**src/rtl/exec_sequencer.sv**
```systemverilog
// Multi-cycle execute sequencer: RREAD -> MEM -> WBACK -> RETIRE per accepted instruction.
// Optional macro SEQ_MEM_TIMEOUT_EN adds a MEM-phase ack timeout with abort to RETIRE.
module exec_sequencer #(
  parameter int unsigned TIMEOUT_CYCLES = 64,
  parameter int unsigned CNT_W          = 16
) (
  input  logic             clk,
  input  logic             rst_n,
  input  logic             ctrl_valid,
  output logic             ctrl_ready,
  input  logic             RegRead,
  input  logic             RegWrite,
  input  logic             MemRead,
  input  logic             MemWrite,
  input  logic             Branch,
  output logic             rf_rd_en,
  output logic             mem_req,
  output logic             mem_we,
  input  logic             mem_ack,
  output logic             rf_wr_en,
  output logic             pc_en,
  output logic             pc_sel_branch,
  output logic             instr_done,
  output logic             mem_timeout,
  output logic [CNT_W-1:0] retired_count
);

  typedef enum logic [2:0] {
    S_IDLE   = 3'd0,
    S_RREAD  = 3'd1,
    S_MEM    = 3'd2,
    S_WBACK  = 3'd3,
    S_RETIRE = 3'd4
  } state_e;

  if (TIMEOUT_CYCLES < 1) begin : g_param_check
    $error("exec_sequencer: TIMEOUT_CYCLES must be at least 1");
  end

  state_e           state_q, state_d;
  logic             rr_q, rr_d;
  logic             rw_q, rw_d;
  logic             mr_q, mr_d;
  logic             mw_q, mw_d;
  logic             br_q, br_d;
  logic [CNT_W-1:0] cnt_q, cnt_d;
  logic             expire_c;
  logic             accept_c;

  // Phase that follows RREAD (or IDLE when no register read is needed).
  function automatic state_e phase_after_rread(input logic mem, input logic rw);
    return mem ? S_MEM : (rw ? S_WBACK : S_RETIRE);
  endfunction

  assign accept_c = ctrl_valid && (state_q == S_IDLE);

  // State register
  always_ff @(posedge clk) begin
    if (!rst_n) begin
      state_q <= S_IDLE;
    end else begin
      state_q <= state_d;
    end
  end

  // Next-state logic
  always_comb begin
    state_d = state_q;
    case (state_q)
      S_IDLE: begin
        if (ctrl_valid) begin
          state_d = RegRead ? S_RREAD : phase_after_rread(MemRead | MemWrite, RegWrite);
        end
      end
      S_RREAD:  state_d = phase_after_rread(mr_q | mw_q, rw_q);
      S_MEM: begin
        // A same-cycle ack beats timeout expiry.
        if (mem_ack) begin
          state_d = rw_q ? S_WBACK : S_RETIRE;
        end else if (expire_c) begin
          state_d = S_RETIRE;
        end
      end
      S_WBACK:  state_d = S_RETIRE;
      S_RETIRE: state_d = S_IDLE;
      default:  state_d = S_IDLE;
    endcase
  end

  // Latched strobes and retire counter
  always_comb begin
    rr_d  = rr_q;
    rw_d  = rw_q;
    mr_d  = mr_q;
    mw_d  = mw_q;
    br_d  = br_q;
    cnt_d = cnt_q;
    if (accept_c) begin
      rr_d = RegRead;
      rw_d = RegWrite;
      mr_d = MemRead;
      mw_d = MemWrite;
      br_d = Branch;
    end
    if (state_q == S_RETIRE) begin
      cnt_d = cnt_q + CNT_W'(1);
    end
  end

  always_ff @(posedge clk) begin
    if (!rst_n) begin
      rr_q  <= 1'b0;
      rw_q  <= 1'b0;
      mr_q  <= 1'b0;
      mw_q  <= 1'b0;
      br_q  <= 1'b0;
      cnt_q <= '0;
    end else begin
      rr_q  <= rr_d;
      rw_q  <= rw_d;
      mr_q  <= mr_d;
      mw_q  <= mw_d;
      br_q  <= br_d;
      cnt_q <= cnt_d;
    end
  end

`ifdef SEQ_MEM_TIMEOUT_EN
  localparam int unsigned   TMO_W    = (TIMEOUT_CYCLES > 1) ? $clog2(TIMEOUT_CYCLES) : 1;
  localparam logic [TMO_W-1:0] TMO_LAST = TMO_W'(TIMEOUT_CYCLES - 1);

  logic [TMO_W-1:0] tmo_cnt_q, tmo_cnt_d;
  logic             tmo_flag_q, tmo_flag_d;

  // Expiry happens in the TIMEOUT_CYCLES-th MEM cycle when no ack is present.
  assign expire_c = (state_q == S_MEM) && !mem_ack && (tmo_cnt_q == TMO_LAST);

  always_comb begin
    tmo_cnt_d  = tmo_cnt_q;
    tmo_flag_d = expire_c;
    if ((state_d == S_MEM) && (state_q != S_MEM)) begin
      tmo_cnt_d = '0;
    end else if ((state_q == S_MEM) && !mem_ack) begin
      tmo_cnt_d = tmo_cnt_q + TMO_W'(1);
    end
  end

  always_ff @(posedge clk) begin
    if (!rst_n) begin
      tmo_cnt_q  <= '0;
      tmo_flag_q <= 1'b0;
    end else begin
      tmo_cnt_q  <= tmo_cnt_d;
      tmo_flag_q <= tmo_flag_d;
    end
  end

  assign mem_timeout = tmo_flag_q && (state_q == S_RETIRE);
`else
  assign expire_c    = 1'b0;
  assign mem_timeout = 1'b0;
`endif

  // Moore output decode
  always_comb begin
    ctrl_ready    = 1'b0;
    rf_rd_en      = 1'b0;
    mem_req       = 1'b0;
    mem_we        = 1'b0;
    rf_wr_en      = 1'b0;
    pc_en         = 1'b0;
    pc_sel_branch = 1'b0;
    instr_done    = 1'b0;
    case (state_q)
      S_IDLE:  ctrl_ready = 1'b1;
      S_RREAD: rf_rd_en   = 1'b1;
      S_MEM: begin
        mem_req = 1'b1;
        mem_we  = mw_q;
      end
      S_WBACK: rf_wr_en = 1'b1;
      S_RETIRE: begin
        pc_en         = 1'b1;
        pc_sel_branch = br_q;
        instr_done    = 1'b1;
      end
      default: ctrl_ready = 1'b0;
    endcase
  end

  assign retired_count = cnt_q;

endmodule

```
**config.mk**
```make
export PLATFORM = sky130hd
export DESIGN_NAME = exec_sequencer
export DESIGN_NICKNAME = d
export VERILOG_FILES = /design/src/rtl/exec_sequencer.sv
export SDC_FILE = /design/constraint.sdc
export NUM_CORES = 1
export LEC_CHECK = 0
export BUFFER_PORTS_ARGS = -buffer_cell sky130_fd_sc_hd__buf_2
export CAP_MARGIN = 5
export CORE_MARGIN = 2
export CORE_UTILIZATION = 40
export CTS_CLUSTER_DIAMETER = 80
export DETAILED_ROUTE_END_ITERATION = 12
export PLACE_DENSITY = 0.62
export SYNTH_ARGS = -nofsm -noshare
export SYNTH_HDL_FRONTEND = slang
export SYNTH_SLANG_ARGS = --single-unit
```
**constraint.sdc**
```tcl
create_clock -name clk -period 2.37 [get_ports clk]
set_clock_uncertainty 0.05 [all_clocks]
set_input_delay 0.1185 -clock clk [delete_from_list [all_inputs] [get_ports clk]]
set_output_delay 0.1185 -clock clk [all_outputs]
set_load 0.01 [all_outputs]
```
==> results of run 1 <==
==> cell families after synthesis <==
family	share of synthesized area
and+or+nand+nor	0.3426
AOI/OAI and AO/OA	0.08820
muxes	0.05744
other	0.003074
DFF	0.3774
buffers and inverters	0.04922
xor gates and xnor gates	0.07180
adders and majority gates	0.01025
==> worst reg2reg max path, stage by stage, from the launching register on <==
cell and delay [ns]:
dfxtp_1 0.46, nand4bb_1 0.54, nor4_4 0.45, or3b_1 0.38
a21oi_1 0.15
==> how the worst max path moves through the flow <==
stage                                   end  slack, ns  cells after the start
after CTS                 retired_count[13]       0.31                      4
after detailed placement  retired_count[13]       0.34                      4
after floorplan           retired_count[14]       0.70                      5
final                     retired_count[13]       0.29                      4
after global routing      retired_count[13]       0.13                      4
after global placement    retired_count[13]       0.45                      4
==> cells in the mapped netlist, types with 2 or more instances <==
cell      count
nor2_1       19
nand2b_1      6
mux2i_1       7
clkbuf_1      2
xnor2_1       8
dfxtp_1      23
nor3_1        5
nand3_1       3
nand4_1       3
or4_1         2
o31ai_1       2
nand4_2       2
o21ai_0       2
nand2_1       9
xor2_1        2
buf_2         3
inv_1         3
and2_1        3
a21oi_1       7
and3_1        3
buf_4         3
==> power groups by stage <==
stage / logic, mW / clock network, mW / registers [mW]
after floorplan: 0.116 / 0 / 0.424
after global placement: 0.134 / 0 / 0.439
after detailed placement: 0.136 / 0 / 0.442
after CTS: 0.138 / 0.193 / 0.433
after global routing: 0.151 / 0.214 / 0.437
final: 0.136 / 0.184 / 0.433
==> what timing repair did <==
action | in CTS | in global routing
resized for setup | 0 | 0
hold buffers | 1 | 0
hold endpoints to repair | 1 | 0
==> state kept, by name (all words and copies together) (netlist names) <==
signal and flops:
br_q 1, mr_q 1, mw_q 1, retired_count 16, rw_q 1, state_q 3
==> stage by stage <==
| stage | area [um^2] | worst slack (ns) |
|---|---|---|
| floorplan | 1220 | 0.6976 |
| global placement | 1384 | 0.4508 |
| detailed placement | 1384 | 0.3352 |
| CTS | 1421 | 0.3072 |
| global route | 1421 | 0.1344 |
| finish | 1421 | 0.2869 |
==> cell type report <==
class                           count  share of cell area
Inverter                            4             0.01056
Sequential cell                    23              0.3239
Clock inverter                      1            0.003521
Tap cell                           33             0.02905
Clock buffer                        3             0.01585
Multi-Input combinational cell    105              0.4921
Timing Repair Buffer               34              0.1250
==> layer usage <==
layer  up-vias  GRT usage  part of all wire
met5         -          0                 0
met3         6    0.03275             0.039
li1        548          -                 -
met2        23     0.2480              0.46
met1       507     0.1995              0.48
met4         0    0.06818             0.015
==> results.cfg, run 1 <==
[run_status]
status = finished, final reports clean

[cells_and_area]
final_cells = 203
final_cell_mix = buf_2, dfxtp_1, nor2_1, nand2_1, xnor2_1
synthToLayoutAreaGrowth_pct = 16.51
final_common_cell = buf_2
drive_gt1_frac = 0.2529
fin_nets = 181
utilization = 0.4773
num_antenna_cells = 0
final-seq-area_um2 = 460.4
multi_input_comb_area_um2 = 699.4
fillCellCount = 313

[critical_path]
crit_type = reg2reg
required_ns = 2.57
start_kind = flip-flop
critPathLaunch = state_q[1]
timing.rr.start = state_q[1]
crit_fanout = 13
r2r_slack_ns = 0.29
crit_family = simple AND/OR/NAND/NOR gates
path_cells = nand4bb_1, nor4_4, or3b_1, a21oi_1
endpoint_kind = flip-flop
r2r_end = retired_count[13]
path_buf_inv = 0
max_stage_delay_ns = 0.53
arrival_ns = 2.29
cp_slowest_cell = nand4bb_1
ff2ff_path_depth = 4

[place]
portBuffers = 32
dp.final_hpwl_um = 1898
dp_cells = 198
place.gp.congestion = 0.8632

[power_and_ir_drop]
p_leak_nw = 0.6171
p_per_area_nw_per_um2 = 529.4
peakVddDrop_mv = 0.2504
p_seq_frac = 0.576
power.total_mw = 0.7524
power.internal_mw = 0.5332
switching_share = 0.2913
switching_power_mw = 0.2192
pwr-share-comb = 0.180
power_frac_clock = 0.244

[logic_synthesis]
ys_async_sr_fraction = 0
yosys_most_used_dff = dfxtp_1
synthesis.area_um2 = 1220
yosys-top-cells-area = dfxtp_1, nor2_1, mux2i_1, xnor2_1, nand2b_1
ys_types = 44
yosysWarnings = 0
synth_area_per_cell_um2 = 8.714
synth_edf_count = 0
ys_ff_latch = 23
syn_inst = 140
ys_seq_area_frac = 0.3774
syn_nets = 150
synth_largest_area_cell = dfxtp_1
yosysTopAreaCellShare = 0.3774

[die]
die_h_um = 59.23
die_area_um2 = 3508
die_x_um = 59.23
initial_core_util = 0.4097
io_pins = 34
fp.coreArea_um2 = 2978
core.rowCount = 20

[drt]
drt_wl_total_um = 2529
firstDrtPassIters = 4
vias = 1084
drt_iter0_drc = 69
ant_nets = 0
drc = 0
wire_per_inst_um = 12.46
viasPerCell = 5.340

[sta]
slew_viol_final = 0
fmaxAchievable_mhz = 480.1
rsz0062_at_grt = no
period_share = 0.8789
setup_viol = 0
final.setup.tns_ns = 0
finalHoldViolations = 0
holdWs_ns = 0.007308
finalCriticalPeriod_ns = 2.083

[global_routing]
grt_max_degree = 18
grt_pass1_wl_um = 4119
grtUsageTotal = 0.1549
grt_pass1_vias = 936
antenna_found_initial = 0
gr-total-overflow = 0

[worst_hold_path]
min_from = RegWrite
hold_path_depth = 3
hold_end = rw_q
hp-class = in2reg

[cts]
cts-root-buf = clkbuf_4
post-cts-setup-buffers = 0
cts_sinks = 23
path_clk_slew_ns = 0.13
cts_buffer_depth = 2
htree_levels = 1
clk_latency_ns = 0.32
numCtsBuffers = 3
cts_tree = built

[flow_run]
cap_violations = 0
Note: power is estimated with default switching activity, not from simulation.
==> inputs of run 2 (changes only) <==
--- a/config.mk
+++ b/config.mk
@@ -12,6 +12,8 @@
 export CTS_CLUSTER_DIAMETER = 80
 export DETAILED_ROUTE_END_ITERATION = 12
 export PLACE_DENSITY = 0.62
+export REMOVE_ABC_BUFFERS = 1
+export SLEW_MARGIN = 20
 export SYNTH_ARGS = -nofsm -noshare
 export SYNTH_HDL_FRONTEND = slang
 export SYNTH_SLANG_ARGS = --single-unit
==> run 2 against run 1 <==
  * Design area rose by 0.53%
  * Clock-buffer cell count unchanged
  * Cell count is 0.49% higher
  * Largest power group unchanged
==> results.cfg, run 2 (synthesis gave the netlist of run 1 again) <==
[die]
die_h_um = 59.23
die_area_um2 = 3508
die_x_um = 59.23
io_pins = 34
initial_core_util = 0.4097
fp.coreArea_um2 = 2978
core.rowCount = 20

[global_routing]
grt_pass1_wl_um = 4077
antenna_found_initial = 0
grt_max_degree = 18
grtUsageTotal = 0.1526
gr-total-overflow = 0
grt_pass1_vias = 899

[cts]
ctsResizeCount = 0
htree_levels = 1
cts_buffer_depth = 2
clk_latency_ns = 0.31
numCtsBuffers = 3
path_clk_slew_ns = 0.13
cts_sinks = 23
cts-root-buf = clkbuf_4
cts_tree = built

[power_and_ir_drop]
power.total_mw = 0.7505
p_per_area_nw_per_um2 = 525.2
peakVddDrop_mv = 0.4386
p_leak_nw = 0.6212

[worst_hold_path]
hp-class = in2reg

[drt]
route.met2.wl_um = 1174
wire_per_inst_um = 12.44
drt_wl_total_um = 2538
routed.top_layer = met4
viasPerCell = 5.279
drt_iter0_drc = 33
firstDrtPassIters = 4
wl_met1_um = 1232
ant_nets = 0
vias = 1077
drc = 0
wl_met3_um = 113

[cells_and_area]
fin_nets = 182
num_antenna_cells = 0
utilization = 0.4798
final_common_cell = buf_2
final_cell_mix = buf_2, dfxtp_1, nor2_1, nand2_1, xnor2_1
final_cells = 204
largest_register_ff_count = 16
synthToLayoutAreaGrowth_pct = 17.13
drive_gt1_frac = 0.2573

[place]
place.gp.congestion = 0.7435
dp.final_hpwl_um = 1900
dp_cells = 199
portBuffers = 32

[critical_path]
required_ns = 2.58
start_kind = flip-flop
endpoint_kind = flip-flop
cp_slowest_cell = dfxtp_1
crit_family = simple AND/OR/NAND/NOR gates
path_buf_inv = 0
arrival_ns = 2.00
crit_type = reg2reg
crit_fanout = 11
max_stage_delay_ns = 0.55
path_cells = nor3b_4, nand3_2, or4_1, a21oi_1

[sta]
slew_viol_final = 0
final.setup.tns_ns = 0
rsz0062_at_grt = no
finalCriticalPeriod_ns = 1.798
fmaxAchievable_mhz = 556.3
period_share = 0.7585
setup_viol = 0
finalHoldViolations = 0

[flow_run]
cap_violations = 0

[run_status]
status = finished, final reports clean
-- run 2: final timing paths --
| check | start | slack, ns | endpoint | depth (start not counted) |
|---|---|---|---|---|
| max reg2reg | state_q[2] | 0.57 | retired_count[14] | 4 |
| max | state_q[2] | 0.57 | retired_count[14] | 4 |
| min reg2reg | retired_count[15] | 0.44 | retired_count[15] | 2 |
| min | mem_ack | 0.02 | state_q[1] | 3 |
-- run 2: per-layer routing --
layer / vias to the layer above / track usage
met3: 2 / 0.04585
met1: 506 / 0.2079
li1: 547 / -
met4: 0 / 0.02922
met5: - / 0
met2: 22 / 0.2402
-- run 2: tightest hold or removal path, cell delays in order --
cell	delay, ns
buf_2	0.09
nand3b_1	0.09
o21ai_1	0.06
-- run 2: report_power, final --
group          internal [mW]  total [mW]  switching (mW)
Clock                 0.0631       0.183           0.120
Sequential             0.403       0.433          0.0304
Combinational         0.0675       0.134          0.0668
Total                  0.533       0.750           0.217
-- run 2: through the flow --
stage | instance area [um^2] | setup slack, ns | hold slack [ns]
2_1_floorplan | 1175 | 0.5816 | 0.1902
3_3_place_gp | 1391 | 0.6526 | 0.3092
3_5_place_dp | 1391 | 0.5943 | 0.3155
4_1_cts | 1429 | 0.5542 | 0.007843
5_1_grt | 1429 | 0.4204 | 0.02742
6_report | 1429 | 0.5723 | 0.01898
-- run 2: timing repair --
item                                   in CTS  in global routing
endpoints found under the hold margin       1                  0
buffers inserted                            0                  0
hold buffers                                1                  0
-- run 2: cell type report --
type | count | area [um^2]
well taps | 33 | 41.29
clock inverters | 1 | 5.005
multi-input cells | 105 | 699.4
inverters | 4 | 15.01
repair buffers | 35 | 185.2
clock buffers | 3 | 22.52
flip-flops and latches | 23 | 460.4
fillers | 310 | 1549
